<file path="config.mk">
export PLATFORM = sky130hd
export DESIGN_NAME = wb_ctrl_flat
export DESIGN_NICKNAME = d
export VERILOG_FILES = /design/src/rtl/rv32_pkg.sv /design/src/rtl/wb_ctrl_if.sv /design/src/rtl/wb_ctrl_load_ext.sv /design/src/rtl/wb_ctrl.sv /design/src/flat_wrapper.sv
export SDC_FILE = /design/constraint.sdc
export NUM_CORES = 1
export LEC_CHECK = 0
export BUFFER_PORTS_ARGS = -buffer_cell sky130_fd_sc_hd__buf_2
export CORE_MARGIN = 2
export CORE_UTILIZATION = 36
export DETAILED_ROUTE_END_ITERATION = 16
export SYNTH_ARGS = -nofsm -noshare
export SYNTH_HDL_FRONTEND = slang
export SYNTH_SLANG_ARGS = --single-unit
</file>
<file path="constraint.sdc">
create_clock -name clk -period 5.1 [get_ports clk]
set_input_delay 0.255 -clock clk [delete_from_list [all_inputs] [get_ports clk]]
set_output_delay 0.255 -clock clk [all_outputs]
set_load 0.1 [all_outputs]
</file>
<file path="src/rtl/rv32_pkg.sv">
// Shared RV32I definitions: datapath width, register index width, load funct3 codes
// and the load-queue entry layout.
package rv32_pkg;

  localparam int unsigned XLEN  = 32;
  localparam int unsigned REG_W = 5;

  typedef enum logic [2:0] {
    F3Lb  = 3'b000,
    F3Lh  = 3'b001,
    F3Lw  = 3'b010,
    F3Lbu = 3'b100,
    F3Lhu = 3'b101
  } funct3_e;

  typedef struct packed {
    logic [REG_W-1:0] rd;
    logic [2:0]       funct3;
    logic [1:0]       addr_lo;
  } lq_entry_t;

  function automatic logic is_misaligned(logic [2:0] funct3, logic [1:0] addr_lo);
    return ((funct3 == F3Lh || funct3 == F3Lhu) && addr_lo[0]) ||
           (funct3 == F3Lw && addr_lo != 2'b00);
  endfunction

endpackage

</file>
<file path="src/rtl/wb_ctrl_if.sv">
// Execute / memory-response / register-file write bundle for wb_ctrl.
// Trap outputs exist only when WB_MISALIGN_TRAP_EN is defined.
interface wb_ctrl_if #(
  parameter int unsigned XLEN = 32
);
  logic            ex_valid;
  logic            ex_ready;
  logic            ex_is_load;
  logic [4:0]      ex_rd;
  logic [XLEN-1:0] ex_result;
  logic [2:0]      ex_funct3;
  logic [1:0]      ex_addr_lo;
  logic            mem_rvalid;
  logic [31:0]     mem_rdata;
  logic            wb_we;
  logic [4:0]      wb_rd;
  logic [XLEN-1:0] wb_data;
  logic [4:0]      rs1_idx;
  logic [4:0]      rs2_idx;
  logic            rs1_busy;
  logic            rs2_busy;
  logic            lq_empty;
`ifdef WB_MISALIGN_TRAP_EN
  logic            trap_misalign;
  logic [4:0]      trap_rd;
`endif

  modport slave (
    input  ex_valid, ex_is_load, ex_rd, ex_result, ex_funct3, ex_addr_lo,
    input  mem_rvalid, mem_rdata, rs1_idx, rs2_idx,
`ifdef WB_MISALIGN_TRAP_EN
    output trap_misalign, trap_rd,
`endif
    output ex_ready, wb_we, wb_rd, wb_data, rs1_busy, rs2_busy, lq_empty
  );

  modport master (
    output ex_valid, ex_is_load, ex_rd, ex_result, ex_funct3, ex_addr_lo,
    output mem_rvalid, mem_rdata, rs1_idx, rs2_idx,
`ifdef WB_MISALIGN_TRAP_EN
    input  trap_misalign, trap_rd,
`endif
    input  ex_ready, wb_we, wb_rd, wb_data, rs1_busy, rs2_busy, lq_empty
  );
endinterface

</file>
<file path="src/rtl/wb_ctrl_load_ext.sv">
// RV32I load extension: selects and sign/zero-extends a byte, halfword or word
// from an aligned 32-bit memory word.
module load_ext
  import rv32_pkg::*;
(
  input  logic [2:0]  i_funct3,
  input  logic [1:0]  i_addr_lo,
  input  logic [31:0] i_rdata,
  output logic [31:0] o_data
);
  logic [31:0] w_shifted;
  logic [15:0] w_half;

  assign w_shifted = i_rdata >> {i_addr_lo, 3'b000};
  // Halfword lane uses only addr_lo[1]; a misaligned offset still picks a lane.
  assign w_half    = i_addr_lo[1] ? i_rdata[31:16] : i_rdata[15:0];

  always_comb begin
    o_data = '0;
    case (i_funct3)
      F3Lb:    o_data = {{24{w_shifted[7]}}, w_shifted[7:0]};
      F3Lbu:   o_data = {24'h0, w_shifted[7:0]};
      F3Lh:    o_data = {{16{w_half[15]}}, w_half};
      F3Lhu:   o_data = {16'h0, w_half};
      F3Lw:    o_data = i_rdata;
      default: o_data = '0;
    endcase
  end
endmodule

</file>
<file path="src/rtl/wb_ctrl.sv">
// Writeback controller: arbitrates ALU results and in-order load responses onto the
// register-file write port and tracks pending load destinations. Option: WB_MISALIGN_TRAP_EN.
module wb_ctrl #(
  parameter int unsigned LQ_DEPTH = 4,
  parameter int unsigned XLEN     = 32
) (
  input logic       clk,
  input logic       resetn,
  wb_ctrl_if.slave  bus
);
  import rv32_pkg::*;

  localparam int unsigned AW = $clog2(LQ_DEPTH);
  localparam int unsigned PW = AW + 1;

  logic [PW-1:0] r_wptr, r_rptr;
  lq_entry_t     r_lq [LQ_DEPTH];
  logic [PW-1:0] r_pend [32];
  logic          r_wb_we;
  logic [4:0]    r_wb_rd;
  logic [XLEN-1:0] r_wb_data;

  logic          w_full, w_empty, w_accept, w_push, w_pop, w_alu, w_skip;
  lq_entry_t     w_head;
  logic [31:0]   w_load_data;

  assign w_empty  = (r_wptr == r_rptr);
  assign w_full   = (r_wptr[AW] != r_rptr[AW]) && (r_wptr[AW-1:0] == r_rptr[AW-1:0]);
  assign w_head   = r_lq[r_rptr[AW-1:0]];

  assign bus.ex_ready = !bus.mem_rvalid && !(bus.ex_is_load && w_full);
  assign w_accept     = bus.ex_valid && bus.ex_ready;
  assign w_alu        = w_accept && !bus.ex_is_load;
  assign w_pop        = bus.mem_rvalid && !w_empty;

`ifdef WB_MISALIGN_TRAP_EN
  assign w_skip = is_misaligned(bus.ex_funct3, bus.ex_addr_lo);
`else
  assign w_skip = 1'b0;
`endif
  assign w_push = w_accept && bus.ex_is_load && !w_skip;

  load_ext u_load_ext (
    .i_funct3  (w_head.funct3),
    .i_addr_lo (w_head.addr_lo),
    .i_rdata   (bus.mem_rdata),
    .o_data    (w_load_data)
  );

  always_ff @(posedge clk) begin
    if (w_push) r_lq[r_wptr[AW-1:0]] <= '{rd: bus.ex_rd, funct3: bus.ex_funct3,
                                          addr_lo: bus.ex_addr_lo};
  end

  always_ff @(posedge clk or negedge resetn) begin
    if (!resetn) begin
      r_wptr    <= '0;
      r_rptr    <= '0;
      r_wb_we   <= 1'b0;
      r_wb_rd   <= '0;
      r_wb_data <= '0;
    end else begin
      if (w_push) r_wptr <= r_wptr + PW'(1);
      if (w_pop)  r_rptr <= r_rptr + PW'(1);
      // Load response owns the slot; ex_ready is low whenever it is present.
      if (w_pop) begin
        r_wb_we <= (w_head.rd != 5'd0);
        if (w_head.rd != 5'd0) begin
          r_wb_rd   <= w_head.rd;
          r_wb_data <= XLEN'(w_load_data);
        end
      end else if (w_alu) begin
        r_wb_we <= (bus.ex_rd != 5'd0);
        if (bus.ex_rd != 5'd0) begin
          r_wb_rd   <= bus.ex_rd;
          r_wb_data <= bus.ex_result;
        end
      end else begin
        r_wb_we <= 1'b0;
      end
    end
  end

  always_ff @(posedge clk or negedge resetn) begin
    if (!resetn) begin
      for (int i = 0; i < 32; i++) r_pend[i] <= '0;
    end else begin
      for (int i = 0; i < 32; i++) begin
        if (w_push && bus.ex_rd == REG_W'(i))     r_pend[i] <= r_pend[i] + PW'(1);
        else if (w_pop && w_head.rd == REG_W'(i)) r_pend[i] <= r_pend[i] - PW'(1);
      end
    end
  end

`ifdef WB_MISALIGN_TRAP_EN
  logic       r_trap;
  logic [4:0] r_trap_rd;
  always_ff @(posedge clk or negedge resetn) begin
    if (!resetn) begin
      r_trap    <= 1'b0;
      r_trap_rd <= '0;
    end else begin
      r_trap <= w_accept && bus.ex_is_load && w_skip;
      if (w_accept && bus.ex_is_load && w_skip) r_trap_rd <= bus.ex_rd;
    end
  end
  assign bus.trap_misalign = r_trap;
  assign bus.trap_rd       = r_trap_rd;
`endif

  assign bus.wb_we    = r_wb_we;
  assign bus.wb_rd    = r_wb_rd;
  assign bus.wb_data  = r_wb_data;
  assign bus.lq_empty = w_empty;
  assign bus.rs1_busy = (r_pend[bus.rs1_idx] != '0) && (bus.rs1_idx != 5'd0);
  assign bus.rs2_busy = (r_pend[bus.rs2_idx] != '0) && (bus.rs2_idx != 5'd0);
endmodule

</file>
<file path="src/flat_wrapper.sv">
// flat-port wrapper written by rule: the top's interface ports become plain ports
module wb_ctrl_flat import rv32_pkg::*;
#(
  parameter int unsigned LQ_DEPTH = 4,
  parameter int unsigned XLEN     = 32
)
  (clk, resetn, bus_ex_valid, bus_ex_is_load, bus_ex_rd, bus_ex_result, bus_ex_funct3, bus_ex_addr_lo, bus_mem_rvalid, bus_mem_rdata, bus_rs1_idx, bus_rs2_idx, bus_ex_ready, bus_wb_we, bus_wb_rd, bus_wb_data, bus_rs1_busy, bus_rs2_busy, bus_lq_empty);
  wb_ctrl_if #(.XLEN(XLEN)) bus_i ();
  input logic clk;
  input logic resetn;
  input wire logic [$bits(bus_i.ex_valid)-1:0] bus_ex_valid;
  input wire logic [$bits(bus_i.ex_is_load)-1:0] bus_ex_is_load;
  input wire logic [$bits(bus_i.ex_rd)-1:0] bus_ex_rd;
  input wire logic [$bits(bus_i.ex_result)-1:0] bus_ex_result;
  input wire logic [$bits(bus_i.ex_funct3)-1:0] bus_ex_funct3;
  input wire logic [$bits(bus_i.ex_addr_lo)-1:0] bus_ex_addr_lo;
  input wire logic [$bits(bus_i.mem_rvalid)-1:0] bus_mem_rvalid;
  input wire logic [$bits(bus_i.mem_rdata)-1:0] bus_mem_rdata;
  input wire logic [$bits(bus_i.rs1_idx)-1:0] bus_rs1_idx;
  input wire logic [$bits(bus_i.rs2_idx)-1:0] bus_rs2_idx;
  output wire logic [$bits(bus_i.ex_ready)-1:0] bus_ex_ready;
  output wire logic [$bits(bus_i.wb_we)-1:0] bus_wb_we;
  output wire logic [$bits(bus_i.wb_rd)-1:0] bus_wb_rd;
  output wire logic [$bits(bus_i.wb_data)-1:0] bus_wb_data;
  output wire logic [$bits(bus_i.rs1_busy)-1:0] bus_rs1_busy;
  output wire logic [$bits(bus_i.rs2_busy)-1:0] bus_rs2_busy;
  output wire logic [$bits(bus_i.lq_empty)-1:0] bus_lq_empty;
  assign bus_i.ex_valid = bus_ex_valid;
  assign bus_i.ex_is_load = bus_ex_is_load;
  assign bus_i.ex_rd = bus_ex_rd;
  assign bus_i.ex_result = bus_ex_result;
  assign bus_i.ex_funct3 = bus_ex_funct3;
  assign bus_i.ex_addr_lo = bus_ex_addr_lo;
  assign bus_i.mem_rvalid = bus_mem_rvalid;
  assign bus_i.mem_rdata = bus_mem_rdata;
  assign bus_i.rs1_idx = bus_rs1_idx;
  assign bus_i.rs2_idx = bus_rs2_idx;
  assign bus_ex_ready = bus_i.ex_ready;
  assign bus_wb_we = bus_i.wb_we;
  assign bus_wb_rd = bus_i.wb_rd;
  assign bus_wb_data = bus_i.wb_data;
  assign bus_rs1_busy = bus_i.rs1_busy;
  assign bus_rs2_busy = bus_i.rs2_busy;
  assign bus_lq_empty = bus_i.lq_empty;
  wb_ctrl #(.LQ_DEPTH(LQ_DEPTH), .XLEN(XLEN)) u_core (.clk(clk), .resetn(resetn), .bus(bus_i));
endmodule
</file>
==> flow_summary_export.csv <==
group,metric,value,unit
floorplan,die_y,171.3,µm
worst_setup_path,cp.arrival,3.70,ns
drt,drt.antenna.violating_nets,0,
synthesis,synth_top_area_share,34.01,%
drt,routed_wl,26.06,mm
worst_setup_path,worstPathRequired,5.41,ns
finish,multi_input_area,5102,µm²
power,combinationalPowerShare,51.1,%
power,p_seq_share,32.2,%
synthesis,async_flop_share,77.40,%
synthesis,synthTopCellsByArea,"dfrtp_1 (34%), edfxtp_1 (12%), fa_1 (6.2%), mux4_2 (5.8%), mux2_2 (3.5%)",
global_route,grtUsageTotal,18.29,%
synthesis,synthesis.nets,995,
run,drv_cap,0,
timing,max_freq,0.2951,GHz
power,power,7.802,mW
clock_tree,clock_path_buffers,2,
global_route,grt_pass1_vias,7351,
timing,relSlewSlack,27.36,%
worst_setup_path,criticalPathCategory,"reg2reg",
placement,place_ws,1.680,ns
global_route,antenna_found_initial,4,
finish,nFillCells,2580,
finish,final_nets,1105,
drt,firstDrtPassIters,5,
drt,drc,0,
power,total_leakage_power,4.719,nW
clock_tree,cts_buffers,17,
synthesis,yosysWarnings,0,
clock_tree,cts-hold-fix-buffers,1,
timing,hold_viol_final,0,
synthesis,ys_seq_area_share,45.92,%
placement,place_congestion,0.8498,
synthesis,synth_cell_types,70,
drt,drt_iter0_drc,492,
floorplan,die-area,29360,µm²
timing,fin_hold_ws,0.03324,ns
clock_tree,htree_levels,4,
finish,syn2layout_area_growth,15.28,%
finish,drive_gt1_share,24.87,%
clock_tree,clk-insertion-delay-late,0.44,ns
worst_setup_path,worstSetupStartpoint,"u_core.r_rptr[0]",
timing,worstMarginPinSlew,1.086,ns
clock_tree,clock_sinks,177,
hold_path,hp-start,"bus_ex_funct3[1]",
drt,via_per_inst,5.338,
timing,period_share,66.44,%
power,p_int,3.907,mW
floorplan,start_util,36.39,%
timing,skew,0.02252,ns
synthesis,synth-xor-area-share,6.404,%
synthesis,muxShareOfSynthArea,11.36,%
timing,maxSlewViolCount,0,
synthesis,synth_top_flop_cell,"dfrtp_1",
power,power-per-cell-area,671.4,nW/µm²
drt,vias,7335,
power,p_sw,3.895,mW
synthesis,synth_top_family_by_area,"simple AND/OR/NAND/NOR gates",
drt,wl_per_cell,18.97,µm
finish,final_common_cell,"dfrtp_1",
synthesis,synth_simple_gate_area_share,13.64,%
timing,fin_ws,1.712,ns
placement,io_buffers,130,
synthesis,syn_area,10080,µm²
floorplan,num_rows,61,
finish,layout_common_cells,"dfrtp_1 (137), buf_2 (129), nand2_1 (88), nor3_1 (43), edfxtp_1 (40)",
placement,place_hpwl,19.07,mm
clock_tree,clkTransAtPathRegs,0.08,ns
worst_setup_path,rr_startpoint,"u_core.r_rptr[0]",
timing,finalCriticalPeriod,3.388,ns
synthesis,synth_seq_cells,177,
run_status,status,"finished, final reports clean",
synthesis,synthAdderAreaFrac,6.777,%
timing,tns,0,ns
clock_tree,tritoncts,"built",
power,peakVddDrop,0.0003089,V
power,switching_share,49.92,%
synthesis,synth_area_per_cell,11.59,µm²
power,clockPowerShare,16.8,%
clock_tree,clockRootBuffer,"clkbuf_16",
floorplan,core_area,27710,µm²
worst_setup_path,endpoint_kind,"register",
timing,setup_violations,0,
finish,regArea,4629,µm²
synthesis,syn-instance-count,870,
worst_setup_path,cp-start-kind,"register",
hold_path,hp-class,"in2reg",
clock_tree,cts_resized,0,
synthesis,synth-edff-count,40,
global_route,grt_max_degree,92,
global_route,overflow,0,
clock_tree,post-cts-setup-buffers,0,
worst_setup_path,worstPathMaxFanout,14,
synthesis,yosysTopAreaCell,"dfrtp_1",
floorplan,ioPinCount,131,
timing,rsz0062_at_grt,"false",
global_route,grt_pass1_wl,41.22,mm
floorplan,die_w,171.3,µm
synthesis,synth_compound_area_share,12.23,%
==> cell families (layout without fill, tap and decap cells) <==
family                   Yosys count  in the layout
flip-flops                       177            177
adder cells (fa/ha/maj)           36             36
multiplexers                      78             78
XOR/XNOR                          72             72
AND/OR/NAND/NOR                  265            265
buffers and inverters             73            196
other                              0              3
AO/OA/AOI/OAI                    169            169
==> sequential cells by signal (all words and copies together), names as in the netlist <==
name / cells
u_core.bus.wb_data: 32
u_core.r_lq: 40
u_core.bus.wb_we: 1
u_core.r_rptr: 3
u_core.bus.wb_rd: 5
u_core.r_wptr: 3
u_core.r_pend: 93
==> final timing paths <==
path                       cells after the start                endpoint  slack [ns]
max                                            8       u_core.r_pend[38]        1.71
min                                            1       u_core.r_lq[0][3]        0.03
max reg2reg                                    8       u_core.r_pend[38]        1.71
min reg2reg                                    1       u_core.r_pend[77]        0.47
max in group asynchronous                      3       u_core.r_pend[53]        3.44
min in group asynchronous                      2  u_core.bus.wb_data[12]        0.44
==> worst max-delay path, cell delays in order, from the launching register on <==
cell and delay, ns:
dfrtp_1 0.91, xor2_2 0.38, o311ai_0 0.38, nor3_1 0.57, inv_1 0.11, fa_1 0.40, nor4_1 0.28, a21oi_1 0.09
xnor2_1 0.15
==> layout make-up <==
class / count / area share (%)
antenna: 3 / 0.06460
inverter: 25 / 0.8290
tap: 378 / 4.070
multi-input combinational: 620 / 43.91
timing repair buffer: 139 / 6.255
sequential: 177 / 39.84
clock inverter: 15 / 1.378
clock buffer: 17 / 3.661
==> power by group through the flow <==
stage | combinational (mW) | sequential, mW | clock (mW)
final | 3.98 | 2.51 | 1.31
after global routing | 4.30 | 2.60 | 1.39
after CTS | 3.99 | 2.51 | 1.34
after detailed placement | 3.98 | 2.52 | 0
after global placement | 3.92 | 2.52 | 0
after floorplan | 2.26 | 3.38 | 0
==> layer usage <==
metal	wire [µm]	track usage, %	vias to the layer above
met2	12460	29.28	169
met4	470	6.153	2
met3	1084	2.899	27
met1	12030	25.39	3681
li1	-	-	3456
met5	13	0	-
==> synthesized netlist by cell type (all sizes together), types with 2 or more instances <==
cell type,instances
a311oi,3
nor2,27
nor3b,3
o311ai,3
mux4,26
a22oi,17
a32oi,3
a222oi,7
nand2b,9
nor4,14
nand4,11
o21ai,38
clkbuf,18
dfrtp,137
xnor2,33
ha,5
nand3,18
fa,31
mux2i,21
nor3,44
o31ai,19
nor2b,8
nor4b,8
or2,7
o21bai,2
a21oi,24
a211oi,9
o221ai,25
a21boi,9
nand2,89
and2,16
mux2,31
inv,25
a31oi,2
and4b,8
xor2,39
buf,30
edfxtp,40
==> metrics by stage <==
| stage | cell area [µm²] | instances | util, % |
|---|---|---|---|
| 2_1_floorplan | 10080 | 870 | - |
| 5_1_grt | 11620 | 1373 | 41.94 |
| 3_3_place_gp | 11020 | 1338 | 39.77 |
| 3_5_place_dp | 11020 | 1338 | 39.77 |
| 6_report | 11620 | 1374 | 41.95 |
| 4_1_cts | 11610 | 1371 | 41.92 |
No activity file was read; power rests on OpenSTA's default activity.
